$ cat src/rtl/mnacidpro_pkg.sv
// mnacidpro_pkg: shared state enum, valve bit map, ctrl patterns and pump step table
package mnacidpro_pkg;

    typedef enum logic [1:0] {ST_IDLE, ST_LYSIS, ST_WASH, ST_ELUTE} state_e;

    localparam int C_LYSIS     = 0;
    localparam int C_WASH      = 1;
    localparam int C_ELUTE     = 2;
    localparam int C_DEAD_END  = 3;
    localparam int C_VERTICAL  = 4;
    localparam int C_HORIZ     = 5;
    localparam int C_WASTE     = 6;
    localparam int C_BEAD      = 7;
    localparam int C_LOOP_EXIT = 8;
    localparam int C_BEAD_TRAP = 9;
    localparam int C_COLLECT   = 10;

    localparam logic [10:0] CTRL_IDLE  = 11'h000;
    localparam logic [10:0] CTRL_LYSIS = 11'((1 << C_LYSIS) | (1 << C_HORIZ) | (1 << C_WASTE) | (1 << C_BEAD_TRAP));
    localparam logic [10:0] CTRL_WASH  = 11'((1 << C_WASH) | (1 << C_HORIZ) | (1 << C_WASTE) | (1 << C_BEAD_TRAP));
    localparam logic [10:0] CTRL_ELUTE = 11'((1 << C_ELUTE) | (1 << C_VERTICAL) | (1 << C_LOOP_EXIT) |
                                             (1 << C_BEAD_TRAP) | (1 << C_COLLECT));

    // entry 0 is the first step of a stroke
    localparam logic [5:0][2:0] PUMP_PAT = {3'b001, 3'b011, 3'b010, 3'b110, 3'b100, 3'b101};

endpackage

$ cat src/rtl/mnacidpro_pump_phase.sv
// mnacidpro_pump_phase: peristaltic pump stepping with clock divider and stroke counting
module mnacidpro_pump_phase
    import mnacidpro_pkg::*;
#(
    parameter int PUMP_DIV = 2,
    parameter int CW       = 16
) (
    input  logic          clk,
    input  logic          rst_n,
    input  logic          go,
    input  logic [CW-1:0] n_strokes,
    output logic [2:0]    pump,
    output logic          strokes_done
);

    localparam int DW = PUMP_DIV > 1 ? $clog2(PUMP_DIV) : 1;
    localparam logic [DW-1:0] DIV_LAST = DW'(PUMP_DIV - 1);

    logic [DW-1:0] div_q, div_d;
    logic [2:0]    step_q, step_d;
    logic [CW-1:0] stroke_q, stroke_d;
    logic          step_end, stroke_end;

    // strokes_done flags the last cycle of the last stroke; counters restart whenever go drops
    always_comb begin
        step_end     = div_q == DIV_LAST;
        stroke_end   = step_end && step_q == 3'd5;
        strokes_done = go && stroke_end && stroke_q == n_strokes - 1'b1;
        pump         = go ? PUMP_PAT[step_q] : 3'b000;
        div_d        = step_end ? '0 : div_q + 1'b1;
        step_d       = !step_end ? step_q : stroke_end ? 3'd0 : step_q + 3'd1;
        stroke_d     = stroke_end ? stroke_q + 1'b1 : stroke_q;
        if (!go || strokes_done) begin
            div_d    = '0;
            step_d   = '0;
            stroke_d = '0;
        end
    end

    // divider, step and stroke registers
    always_ff @(posedge clk or negedge rst_n) begin
        if (!rst_n) begin
            div_q    <= '0;
            step_q   <= '0;
            stroke_q <= '0;
        end else begin
            div_q    <= div_d;
            step_q   <= step_d;
            stroke_q <= stroke_d;
        end
    end

endmodule

$ cat src/rtl/mnacidpro_valve_seq.sv
// mnacidpro_valve_seq: lysis/wash/elute valve sequencer with rotating collect outlet
module mnacidpro_valve_seq
    import mnacidpro_pkg::*;
#(
    parameter int SIZE     = 5,
    parameter int SETTLE   = 4,
    parameter int PUMP_DIV = 2,
    parameter int CW       = 16
) (
    input  logic            clk,
    input  logic            rst_n,
    input  logic            start,
    input  logic            abort,
    input  logic [CW-1:0]   n_lysis,
    input  logic [CW-1:0]   n_wash,
    input  logic [CW-1:0]   n_elute,
    output logic [10:0]     ctrl,
    output logic [2:0]      pump,
    output logic [SIZE-1:0] collect_sel,
    output logic            busy,
    output logic            done,
    output logic            aborted
);

    localparam int SW = $clog2(SETTLE + 1);
    localparam logic [SW-1:0] SETTLE_N    = SW'(SETTLE);
    localparam logic [SW-1:0] SETTLE_LAST = SW'(SETTLE - 1);
    localparam int IW = SIZE > 1 ? $clog2(SIZE) : 1;
    localparam logic [IW-1:0] IDX_LAST = IW'(SIZE - 1);

    state_e        state_q, state_d;
    logic [SW-1:0] settle_q, settle_d;
    logic [CW-1:0] nl_q, nl_d, nw_q, nw_d, ne_q, ne_d, n_cur;
    logic [IW-1:0] idx_q, idx_d;
    logic          done_q, done_d, aborted_q, aborted_d;
    logic          go, phase_end, strokes_done;

    mnacidpro_pump_phase #(.PUMP_DIV(PUMP_DIV), .CW(CW)) u_pump (
        .clk         (clk),
        .rst_n       (rst_n),
        .go          (go),
        .n_strokes   (n_cur),
        .pump        (pump),
        .strokes_done(strokes_done)
    );

    // sequencing: settle window then strokes per phase; abort beats start and phase completion
    always_comb begin
        busy      = state_q != ST_IDLE;
        n_cur     = state_q == ST_LYSIS ? nl_q : state_q == ST_WASH ? nw_q : ne_q;
        go        = busy && settle_q == SETTLE_N;
        phase_end = busy && ((settle_q == SETTLE_LAST && n_cur == '0) || strokes_done);
        state_d   = state_q;
        settle_d  = settle_q == SETTLE_N ? settle_q : settle_q + 1'b1;
        nl_d      = nl_q;
        nw_d      = nw_q;
        ne_d      = ne_q;
        idx_d     = idx_q;
        done_d    = 1'b0;
        aborted_d = 1'b0;
        if (!busy) begin
            settle_d = '0;
            if (start) begin
                state_d = ST_LYSIS;
                nl_d    = n_lysis;
                nw_d    = n_wash;
                ne_d    = n_elute;
            end
        end else if (abort) begin
            state_d   = ST_IDLE;
            settle_d  = '0;
            aborted_d = 1'b1;
        end else if (phase_end) begin
            settle_d = '0;
            state_d  = state_q == ST_LYSIS ? ST_WASH : state_q == ST_WASH ? ST_ELUTE : ST_IDLE;
            done_d   = state_q == ST_ELUTE;
            idx_d    = state_q != ST_ELUTE ? idx_q : idx_q == IDX_LAST ? '0 : idx_q + 1'b1;
        end
    end

    // valve pattern and outlet select follow the registered state
    always_comb begin
        ctrl        = state_q == ST_LYSIS ? CTRL_LYSIS : state_q == ST_WASH ? CTRL_WASH :
                      state_q == ST_ELUTE ? CTRL_ELUTE : CTRL_IDLE;
        collect_sel = state_q == ST_ELUTE ? SIZE'(1) << idx_q : '0;
        done        = done_q;
        aborted     = aborted_q;
    end

    // state, latched stroke counts, outlet index and status pulses
    always_ff @(posedge clk or negedge rst_n) begin
        if (!rst_n) begin
            state_q   <= ST_IDLE;
            settle_q  <= '0;
            nl_q      <= '0;
            nw_q      <= '0;
            ne_q      <= '0;
            idx_q     <= '0;
            done_q    <= 1'b0;
            aborted_q <= 1'b0;
        end else begin
            state_q   <= state_d;
            settle_q  <= settle_d;
            nl_q      <= nl_d;
            nw_q      <= nw_d;
            ne_q      <= ne_d;
            idx_q     <= idx_d;
            done_q    <= done_d;
            aborted_q <= aborted_d;
        end
    end

endmodule

$ cat config.mk
export PLATFORM = sky130hd
export DESIGN_NAME = mnacidpro_valve_seq
export DESIGN_NICKNAME = d
export VERILOG_FILES = /design/src/rtl/mnacidpro_pkg.sv /design/src/rtl/mnacidpro_pump_phase.sv /design/src/rtl/mnacidpro_valve_seq.sv
export SDC_FILE = /design/constraint.sdc
export NUM_CORES = 1
export LEC_CHECK = 0
export CORE_UTILIZATION = 30
export CTS_CLUSTER_SIZE = 25
export DETAILED_ROUTE_END_ITERATION = 16
export SKIP_CTS_REPAIR_TIMING = 1
export SYNTH_ARGS = -nofsm -noshare
export SYNTH_HDL_FRONTEND = slang
export SYNTH_SLANG_ARGS = --single-unit
$ cat constraint.sdc
create_clock -name clk -period 10.8 [get_ports clk]
set_input_delay 1.62 -clock clk [delete_from_list [all_inputs] [get_ports clk]]
set_output_delay 1.62 -clock clk [all_outputs]
set_load 0.05 [all_outputs]
### Word level (Yosys, flattened, before mapping)

Memories as Yosys holds them, arrays and structs flattened.
Cells that the tools add are included.

| word-level totals | value |
|---|---|
| bits in registers | 78 |
| bits in latches | 0 |
| memory bits (writable) | 0 |
| ROM bits | 24 |
| input port bits | 52 |
| output and inout port bits | 22 |
| logic and storage cells | 82 |
| memories kept | 1 |

| cells by class | value |
|---|---|
| $add $sub $neg | 6 |
| multiply operators | 0 |
| divide/modulo/power cells | 0 |
| magnitude comparators | 1 |
| eq/ne operators | 11 |
| shift-type cells | 1 |
| mux-type cells | 31 |
| bitwise logic cells | 3 |
| reduce and logical (&&, ||, !) cells | 17 |

Memories:

| name | words | bits a word | read ports | clocked after memory_dff | write ports | line | text |
|---|---|---|---|---|---|---|---|
| (name not given) | 8 | 3 | 1 | 0 | 0 | mnacidpro_pump_phase.sv:29 | `pump = go ? PUMP_PAT[step_q] : 3'b000;` |

Operator list:

| kind | count |
|---|---|
| 16-bit 2-to-1 mux | 4 |
| 11-bit 2-to-1 mux | 3 |
| 3-bit 2-to-1 mux | 10 |
| 16-bit by 1-bit adder with 16-bit output, second input constant | 1 |
| 16-bit equality test | 1 |
| 16-bit zero test | 1 |
| 16-bit by 1-bit subtractor with 16-bit output, second input constant | 1 |
| 2-bit 2-to-1 mux | 6 |
| 3-bit by 1-bit adder with 3-bit output, second input constant | 3 |
| 3-bit equality test, second input constant | 3 |
| 2-bit nonzero test | 4 |
| 1-bit 2-to-1 mux | 7 |
| 1-bit logical AND | 6 |
| 5-bit 2-to-1 mux | 1 |
| 1-bit by 3-bit left shift with 5-bit output, first input constant | 1 |
| 2-bit equality test, second input constant | 2 |
| 3-bit by 4-bit less-than comparator with 1-bit output, second input constant | 1 |
| 4-bit != test, second input constant | 1 |
| 2-bit AND reduction | 2 |
| 4-bit AND reduction | 1 |
| 3-bit by 2-bit equality test with 1-bit output, second input constant | 1 |
| 3-bit by 2-bit != test with 1-bit output, second input constant | 1 |
| 1-bit NOT | 3 |
| 2-bit by 1-bit equality test with 1-bit output, second input constant | 1 |
| other kinds (4) | 5 |

### Logic depth before layout (Yosys ltp)

Gate-level depths: netlist of the first run.

| depth | value |
|---|---|
| depth after elaboration | 11 |
| gate-level depth with buffers | 17 |
| depth with buffers taken out | 14 |

### By module

A second synthesis of the first run with hierarchy kept.

| unflattened totals | value |
|---|---|
| cell total of the unflattened synthesis | 422 |
| area, all modules | 4513.1 µm² |

Modules (own cells, without submodules):

| module | instances | cells an instance | area an instance (µm²) |
|---|---|---|---|
| mnacidpro_valve_seq | 1 | 232 | 2897.8 |
| mnacidpro_pump_phase | 1 | 190 | 1615.3 |

### Worst setup path after synthesis of the first run

OpenSTA, ideal clock, no wires.

| path | value |
|---|---|
| path type | reg2reg |
| from | register state_q[1] |
| to | register idx_q[0] |
| setup time | 127 ps |
| arrival time | 4265 ps |
| setup slack | 6407 ps |
| stages on the path, launching flop included | 18 |
| path buffers | 4 |
| clock period less this slack | 4393 ps |
| cells stage by stage | dfrtp_1 -> inv_1 -> ha_1 -> buf_4 -> buf_6 -> buf_2 -> mux2i_1 -> ha_1 -> o211a_1 -> nand3_1 -> or2_1 -> buf_2 -> nand4b_1 -> a2111oi_4 -> nand4_2 -> o31ai_4 -> and3_4 -> mux2_1 |

| on the way | value |
|---|---|
| word-level cells in the longest chain between the ends | 9 |

RTL lines:

| what | line | text |
|---|---|---|
| from (decl) | mnacidpro_valve_seq.sv:31 | `state_e state_q, state_d;` |
| from (signal assigned) | mnacidpro_valve_seq.sv:102 | `state_q <= state_d;` |
| 2-bit equality test | mnacidpro_valve_seq.sv:50 | `n_cur = state_q == ST_LYSIS ? nl_q : state_q == ST_WASH ? nw_q : ne_q;` |
| 16-bit 2-to-1 mux (2 in a row) | mnacidpro_valve_seq.sv:50 |  |
| 16-bit by 1-bit subtractor with 16-bit output | mnacidpro_pump_phase.sv:28 | `strokes_done = go && stroke_end && stroke_q == n_strokes - 1'b1;` |
| 16-bit equality test | mnacidpro_pump_phase.sv:28 |  |
| 1-bit logical AND | mnacidpro_pump_phase.sv:28 |  |
| 1-bit logical OR | mnacidpro_valve_seq.sv:52 | `phase_end = busy && ((settle_q == SETTLE_LAST && n_cur == '0) \|\| strokes_done);` |
| 1-bit logical AND | mnacidpro_valve_seq.sv:52 |  |
| 4-bit AND reduction (no source line) * | n/a |  |
| to (signal assigned) | mnacidpro_valve_seq.sv:107 | `idx_q <= idx_d;` |
| to (decl) | mnacidpro_valve_seq.sv:34 | `logic [IW-1:0] idx_q, idx_d;` |

Every way passes the cells marked *; elsewhere a longest branch is shown, timed or not.
A chain may end at the register's enable or synchronous reset.

### Worst setup path after layout of the first run

| path | value |
|---|---|
| from | register state_q[0] |
| to | output port pump[1] |

| on the way | value |
|---|---|
| word-level cells in the longest chain between the ends | 3 |

RTL lines:

| what | line | text |
|---|---|---|
| 2-bit nonzero test | mnacidpro_valve_seq.sv:49 | `busy = state_q != ST_IDLE;` |
| 1-bit logical AND | mnacidpro_valve_seq.sv:51 | `go = busy && settle_q == SETTLE_N;` |
| 3-bit 2-to-1 mux | mnacidpro_pump_phase.sv:29 |  |
| to (decl) | mnacidpro_valve_seq.sv:18 | `output logic [2:0] pump,` |

No other way between the ends.

==> results of run 1 <==
## power by group
group | leakage, uW | internal (uW) | switching (uW)
clock network | 0.000137 | 177 | 117
logic | 0.00121 | 297 | 320
registers | 0.000974 | 390 | 56.4
total | 0.00232 | 864 | 494
## state kept, by name, summed over array words and instances (netlist names)
name,count
idx_q,3
nw_q,16
aborted,1
done,1
state_q,2
settle_q,3
u_pump.div_q,1
ne_q,16
u_pump.stroke_q,16
nl_q,16
u_pump.step_q,3
## layer usage
metal	wire (um)	vias to the layer above	track usage, %
met4	226	0	5.46
li1	-	1535	-
met5	0	-	0
met1	4480	1499	16.5
met3	373	19	3.06
met2	4620	65	21.3
## kinds of logic after synthesis
family	after synthesis	synth area share (%)
fa+ha+maj	19	5.18
xor+xnor	37	7.38
simple gates	108	12.1
mux	84	22.0
other cells	1	0.0816
flops	78	42.5
buf+inv	37	4.17
compound gates	37	6.62
## stage by stage
step	total power [uW]	util (%)	hold WS, ps	setup slack, ps	std cells
3_5_place_dp	1070	36.8	489	6450	639
6_report	1360	38.7	500	6410	654
5_1_grt	1440	38.7	513	6150	654
2_1_floorplan	932	-	472	6410	402
3_3_place_gp	1050	36.8	482	6680	639
4_1_cts	1370	38.7	502	6400	654
## Yosys cell counts, types with 3 or more instances
library cell,count
sky130_fd_sc_hd__xor2_1,18
sky130_fd_sc_hd__mux2_4,3
sky130_fd_sc_hd__ha_1,19
sky130_fd_sc_hd__nand4_1,8
sky130_fd_sc_hd__mux2_1,6
sky130_fd_sc_hd__mux2i_1,14
sky130_fd_sc_hd__buf_2,3
sky130_fd_sc_hd__nor2b_1,3
sky130_fd_sc_hd__nor2_1,28
sky130_fd_sc_hd__buf_4,7
sky130_fd_sc_hd__nor3_1,4
sky130_fd_sc_hd__and2_1,6
sky130_fd_sc_hd__buf_6,3
sky130_fd_sc_hd__xnor2_1,18
sky130_fd_sc_hd__nand2_1,23
sky130_fd_sc_hd__and3_1,7
sky130_fd_sc_hd__nor4_1,3
sky130_fd_sc_hd__o21ai_0,3
sky130_fd_sc_hd__mux2i_4,6
sky130_fd_sc_hd__inv_1,17
sky130_fd_sc_hd__clkbuf_1,5
sky130_fd_sc_hd__a21oi_1,10
sky130_fd_sc_hd__nand3_1,14
sky130_fd_sc_hd__mux2_2,54
sky130_fd_sc_hd__o21a_1,3
sky130_fd_sc_hd__dfrtp_1,78
## worst register-to-register path, cell delays in order, from the launching register on
cell and delay (ps):
sky130_fd_sc_hd__dfrtp_1 420, sky130_fd_sc_hd__inv_1 130, sky130_fd_sc_hd__ha_1 180, sky130_fd_sc_hd__buf_4 290
sky130_fd_sc_hd__mux2_1 370, sky130_fd_sc_hd__mux2i_1 230, sky130_fd_sc_hd__ha_1 240, sky130_fd_sc_hd__o211a_1 230
sky130_fd_sc_hd__nand3_1 150, sky130_fd_sc_hd__or2_1 340, sky130_fd_sc_hd__nand4b_1 280, sky130_fd_sc_hd__a2111oi_4 410
sky130_fd_sc_hd__nand4_2 200, sky130_fd_sc_hd__o31ai_4 150, sky130_fd_sc_hd__and3_4 270, sky130_fd_sc_hd__mux2_1 320
## worst paths after layout
path	slack, ps	to	start
worst min-delay path	500	ne_q[1]	ne_q[1]
worst max register to register	6470	idx_q[0]	state_q[0]
max in group asynchronous	8740	nl_q[10]	rst_n
worst min register to register	500	ne_q[1]	ne_q[1]
min in group asynchronous	1440	nl_q[4]	rst_n
worst max-delay path	6410	pump[1]	state_q[0]
## area by class of cell
cell class / count / share of cell area [%]
multi-input cells: 287 / 43.0
flip-flops and latches: 78 / 34.2
repair buffers: 73 / 12.7
well taps: 184 / 4.03
clock buffers: 9 / 3.94
clock inverters: 6 / 1.12
inverters: 17 / 1.12
==> qor.log, run 1 <==
[drt] TritonRoute pass-1 iters 4
[final_layout] number of nets in the layout 537
[clock_network] number of buffers added by the clock tree synthesis step 9
[sta] number of failing setup endpoints in the final timing report 0
[logic_synthesis] instance count of the mapped netlist 401
[final_layout] most frequent cells in the layout sky130_fd_sc_hd__dfrtp_1, sky130_fd_sc_hd__clkdlybuf4s50_1, sky130_fd_sc_hd__mux2_2
[clock_network] Clock Path Buffers 2
[logic_synthesis] portion of synthesized cell area occupied by the leading cell type 42.5%
[floorplan] x dimension of the die 126 um
[final_layout] most common cell after layout, fill and taps aside sky130_fd_sc_hd__dfrtp_1
[global_routing] All-Layer GR Usage 13.0%
[critical_path] maximum net fanout on the critical path 9
[floorplan] starting utilization of the core area 31.1%
[final_layout] Area growth, synth to finish 24.4%
[critical_path] classification of the worst setup path flop to output pin
[place] weighted congestion reported at the end of routability-driven placement 0.853
[clock_network] CTS clock-pin slew for the worst setup and hold paths 60 ps
[drt] count of antenna-violating nets left after detailed routing 0
[logic_synthesis] Netlist Area Pre-Place 4590 um2
[clock_network] # clock sinks 78
[logic_synthesis] syn avg cell area 11.5 um2
[logic_synthesis] top cell type by total area after synthesis sky130_fd_sc_hd__dfrtp_1
[critical_path] R2R depth 15
[worst_hold_path] hold path depth 1
[critical_path] dominant cell type by count on the critical path sky130_fd_sc_hd__inv_1
[logic_synthesis] number of flops mapped to enable cells by yosys 0
[global_routing] global-route wire length before repair 16200 um
[sta] transition time at the pin with the least slew margin 1100 ps
[power] Power Dens Cells 238 nW/um2
[drt] Vias 3118
[run] total of max-cap violations 0
[power] highest ir drop seen on vdd 0.000122 V
[global_routing] pin count of the biggest net entering global routing 79
[sta] worst rel slew slack 26.5%
[final_layout] footprint of the flip-flops and latches 1950 um2
[floorplan] die area 15800 um2
[floorplan] top-level port count 74
[power] leakage power figure 0.00232 uW
[final_layout] # fillers 1436
[logic_synthesis] sequential cell area fraction in the yosys report 42.5%
[critical_path] Worst Path Arrival 2770 ps
[logic_synthesis] post-synthesis cell type count 56
[sta] highest clock rate 228 MHz
[place] number of port buffers 71
[sta] setup_tns 0 ps
[critical_path] WP buf/inv 3
[critical_path] ordered list of cells on the worst path inv_1 -> ha_1 -> inv_1 -> nand3_1 -> a211oi_1 -> clkdlybuf4s50_1
[sta] setup repair after global routing missed its margin no
[logic_synthesis] share of synthesized registers carrying an async set or reset 100%
[drt] Final Routed Wirelength 9700 um
[critical_path] CP Launch Type flop
[clock_network] number of H-tree branching levels 3
[final_layout] n_diodes 0
[floorplan] core region area 14800 um2
[global_routing] initial antenna violation count 0
[drt] iteration-0 DRC count of the detailed router 80
[place] half-perimeter wire length after detailed placement 7350 um
[sta] final hold viol count 0
[logic_synthesis] ranking of synthesized cells by area sky130_fd_sc_hd__dfrtp_1, sky130_fd_sc_hd__mux2_2, sky130_fd_sc_hd__ha_1
[critical_path] peak per-stage delay on the critical path 840 ps
[critical_path] kind of cell with the highest combined delay on the critical path buffers and inverters
[drt] DRC violations left 0
[run_status] outcome completed
[logic_synthesis] flip-flop and latch count after synthesis 78
[sta] worst clock skew 5.76 ps
[final_layout] Finished Cell Area 5710 um2
[critical_path] endpoint required time on the critical path 9180 ps
[logic_synthesis] Yosys warnings 0
[final_layout] share of final-layout standard cells stronger than drive strength 1 19.4%
[clock_network] clock latency on the worst-skew pair 330 ps
[sta] final cycle utilization of the critical path 40.7%
[worst_hold_path] path type of the worst min-delay path flop to flop
[global_routing] vias in the first global route 3264
[critical_path] CP max-delay cell sky130_fd_sc_hd__clkdlybuf4s50_1
[global_routing] grt total ovfl 0
[place] placement-stage cell area 5430 um2
[sta] fin. max-slew vios 0
[critical_path] type of element capturing the critical path output pin
[clock_network] root buffer cell sky130_fd_sc_hd__clkbuf_16
[final_layout] total area of multi-input combinational cells 2460 um2
[clock_network] CTS tree done
[sta] post-layout minimum cycle time 4390 ps
[drt] post-detailed-route wirelength per cell 14.8 um
[drt] post-detailed-route via-to-cell ratio 4.77
[logic_synthesis] commonest register cell after synthesis sky130_fd_sc_hd__dfrtp_1
[floorplan] die height 126 um
[critical_path] Critical Path Stages 6
[floorplan] placement row count 44
(Power assumes the default switching activity.)
==> inputs of run 2 (changes only) <==
clock period = 4.2 ns   (was 10.8 ns; I/O delays follow)
==> qor.log, run 2 (synthesis results as in run 1) <==
[clock_network] number of buffers added by the clock tree synthesis step 9 [unchanged]
[critical_path] classification of the worst setup path flop to flop
[clock_network] clock latency on the worst-skew pair 340 ps [about the same]
[global_routing] grt total ovfl 0 [unchanged]
[critical_path] peak per-stage delay on the critical path 450 ps [-390 ps]
[sta] post-layout minimum cycle time 3890 ps
[critical_path] WP buf/inv 1 [-2]
[place] weighted congestion reported at the end of routability-driven placement 0.816 [-4.4%]
[power] net switching power 1300 uW [+160%]
[place] number of port buffers 71 [unchanged]
[power] Clock Power Share 20.7% [-1.0 points]
[global_routing] initial antenna violation count 0 [unchanged]
[clock_network] # clock sinks 78 [unchanged]
[critical_path] dominant cell type by count on the critical path sky130_fd_sc_hd__mux2_1
[floorplan] die area 15800 um2 [unchanged]
[power] switching share of power 37.2% [+0.85 points]
[critical_path] worst-case register-to-register setup slack 310 ps [-6160 ps]
[final_layout] total area of multi-input combinational cells 2490 um2 [+1.6%]
[final_layout] most frequent cells in the layout sky130_fd_sc_hd__dfrtp_1, sky130_fd_sc_hd__clkdlybuf4s50_1, sky130_fd_sc_hd__mux2_2
[critical_path] R2R depth 14 [-1]
[worst_hold_path] path type of the worst min-delay path input pin to async pin
[place] half-perimeter wire length after detailed placement 7210 um [-1.9%]
[critical_path] type of element capturing the critical path flop
[run_status] outcome completed
[final_layout] number of nets in the layout 541 [+0.74%]
[drt] post-detailed-route wirelength per cell 14.7 um [-0.68%]
[clock_network] CTS tree done
[power] Power Dens Cells 604 nW/um2 [+150%]
[drt] Vias 3104 [-0.45%]
[sta] highest clock rate 257 MHz
[floorplan] core region area 14800 um2 [unchanged]
[final_layout] footprint of the flip-flops and latches 1950 um2 [about the same]
[critical_path] maximum net fanout on the critical path 9 [unchanged]
[drt] post-detailed-route via-to-cell ratio 4.71 [-1.2%]
[clock_network] CTS clock-pin slew for the worst setup and hold paths 60 ps [about the same]
[drt] iteration-0 DRC count of the detailed router 121 [+51%]
[sta] transition time at the pin with the least slew margin 1130 ps [+26.1 ps]
[floorplan] top-level port count 74 [unchanged]
[sta] setup repair after global routing missed its margin no
[drt] count of antenna-violating nets left after detailed routing 0 [unchanged]
[floorplan] x dimension of the die 126 um [unchanged]
[clock_network] root buffer cell sky130_fd_sc_hd__clkbuf_16
[critical_path] endpoint required time on the critical path 4420 ps [-4760 ps]
[power] share of power burned in combinational logic 46.1% [+0.6 points]
[power] share of power burned in registers 33.2% [+0.3 points]
[run] total of max-cap violations 0 [unchanged]
[sta] final hold viol count 0 [unchanged]
[critical_path] Worst Path Arrival 4110 ps [+1340 ps]
[critical_path] kind of cell with the highest combined delay on the critical path simple AND/OR/NAND/NOR gates
[global_routing] pin count of the biggest net entering global routing 79 [unchanged]
[clock_network] Clock Path Buffers 2 [unchanged]
[critical_path] CP max-delay cell sky130_fd_sc_hd__dfrtp_2
[critical_path] r2r endpoint idx_q[0]
[final_layout] # fillers 1428 [-0.56%]
[drt] DRC violations left 0 [unchanged]
[power] highest ir drop seen on vdd 0.000284 V [+130%]
[sta] worst clock skew 5.33 ps [-0.428 ps]
[sta] worst rel slew slack 24.7% [-1.7 points]
[global_routing] All-Layer GR Usage 12.9% [-0.094 points]
[sta] number of failing setup endpoints in the final timing report 0 [unchanged]
[critical_path] CP Launch Type flop
[drt] Final Routed Wirelength 9710 um [about the same]
[critical_path] reg2reg start state_q[0]
[critical_path] end point of the critical path idx_q[0]
[final_layout] n_diodes 0 [unchanged]
[final_layout] most common cell after layout, fill and taps aside sky130_fd_sc_hd__dfrtp_1
[power] final total power 3490 uW [+160%]
[critical_path] Worst Setup SP state_q[0]
[floorplan] placement row count 44 [unchanged]
[final_layout] post-route core utilization 39.1% [+0.39 points]
[power] Internal Dissipation 2190 uW [+150%]
[global_routing] vias in the first global route 3284 [+0.61%]
[critical_path] ordered list of cells on the worst path inv_2 -> ha_4 -> mux2_1 -> mux2i_2 -> ha_2 -> o211a_1 -> nand3_2 -> or2_4 -> nand4b_1 -> a2111oi_4 -> nand4_2 -> o31ai_4 -> and3_4 -> mux2_1
[floorplan] starting utilization of the core area 31.1% [unchanged]
[floorplan] die height 126 um [unchanged]
[drt] TritonRoute pass-1 iters 4 [unchanged]
[global_routing] global-route wire length before repair 16300 um [+0.30%]
[final_layout] share of final-layout standard cells stronger than drive strength 1 21.7% [+2.3 points]
[critical_path] Critical Path Stages 14 [+8]
[power] leakage power figure 0.00232 uW [+0.13%]
[sta] fin. max-slew vios 0 [unchanged]
[clock_network] number of H-tree branching levels 3 [unchanged]
[sta] final cycle utilization of the critical path 92.7%
[final_layout] Area growth, synth to finish 25.7%
[sta] setup_tns 0 ps [unchanged]
[run 2: cell types whose count changed in the layout (fill, tap and decap cells not counted), sizes merged]
cell      delta
buf          +4
clkinv       -2
clkinvlp     +2
bufinv       -1
clkbuf       +1
inv          +1
[run 2: power groups by stage]
stage               registers, uW  clock network (uW)  logic (uW)
finish                       1160                 722        1610
global placement             1160                   0        1570
floorplan                    1130                   0        1280
detailed placement           1170                   0        1590
global route                 1190                 774        1740
CTS                          1160                 739        1600
[run 2: worst min path at each step]
stage          endpoint  cells past startpoint     start  slack (ps)
2_1_floorplan   aborted                      0     rst_n         330
3_3_place_gp   nw_q[10]                      1  nw_q[10]         480
3_5_place_dp    ne_q[6]                      1   ne_q[6]         490
4_1_cts         ne_q[6]                      1   ne_q[6]         500
5_1_grt         ne_q[6]                      1   ne_q[6]         510
6_report        nl_q[4]                      1     rst_n         430
[run 2: through the flow]
stage          area, um2  hold slack, ps  worst slack (ps)  std cells
5_1_grt             5770             509              30.2        659
3_5_place_dp        5450             488              51.0        639
6_report            5770             434               308        659
2_1_floorplan       4620             334              49.6        402
3_3_place_gp        5450             485               224        639
4_1_cts             5730             502              10.8        655
[run 2: area by class of cell]
class,count,share of cell area [%]
well taps,184,3.99
clock inverters,6,0.824
inverters,17,1.11
repair buffers,77,13.1
clock buffers,10,3.97
flip-flops and latches,78,33.8
multi-input cells,287,43.2
[run 2: routing by layer]
metal / global-route usage [%] / wire length (um) / vias up
met1: 16.9 / 4590 / 1502
met2: 21.3 / 4650 / 52
li1: - / - / 1537
met5: 0 / 0 / -
met3: 2.51 / 310 / 13
met4: 4.68 / 153 / 0
==> inputs of run 3 (changes only) <==
ABC_AREA = 0   (was not set)
==> results of run 3 <==
Final layout, timing and power as in run 2 (identical DEF).
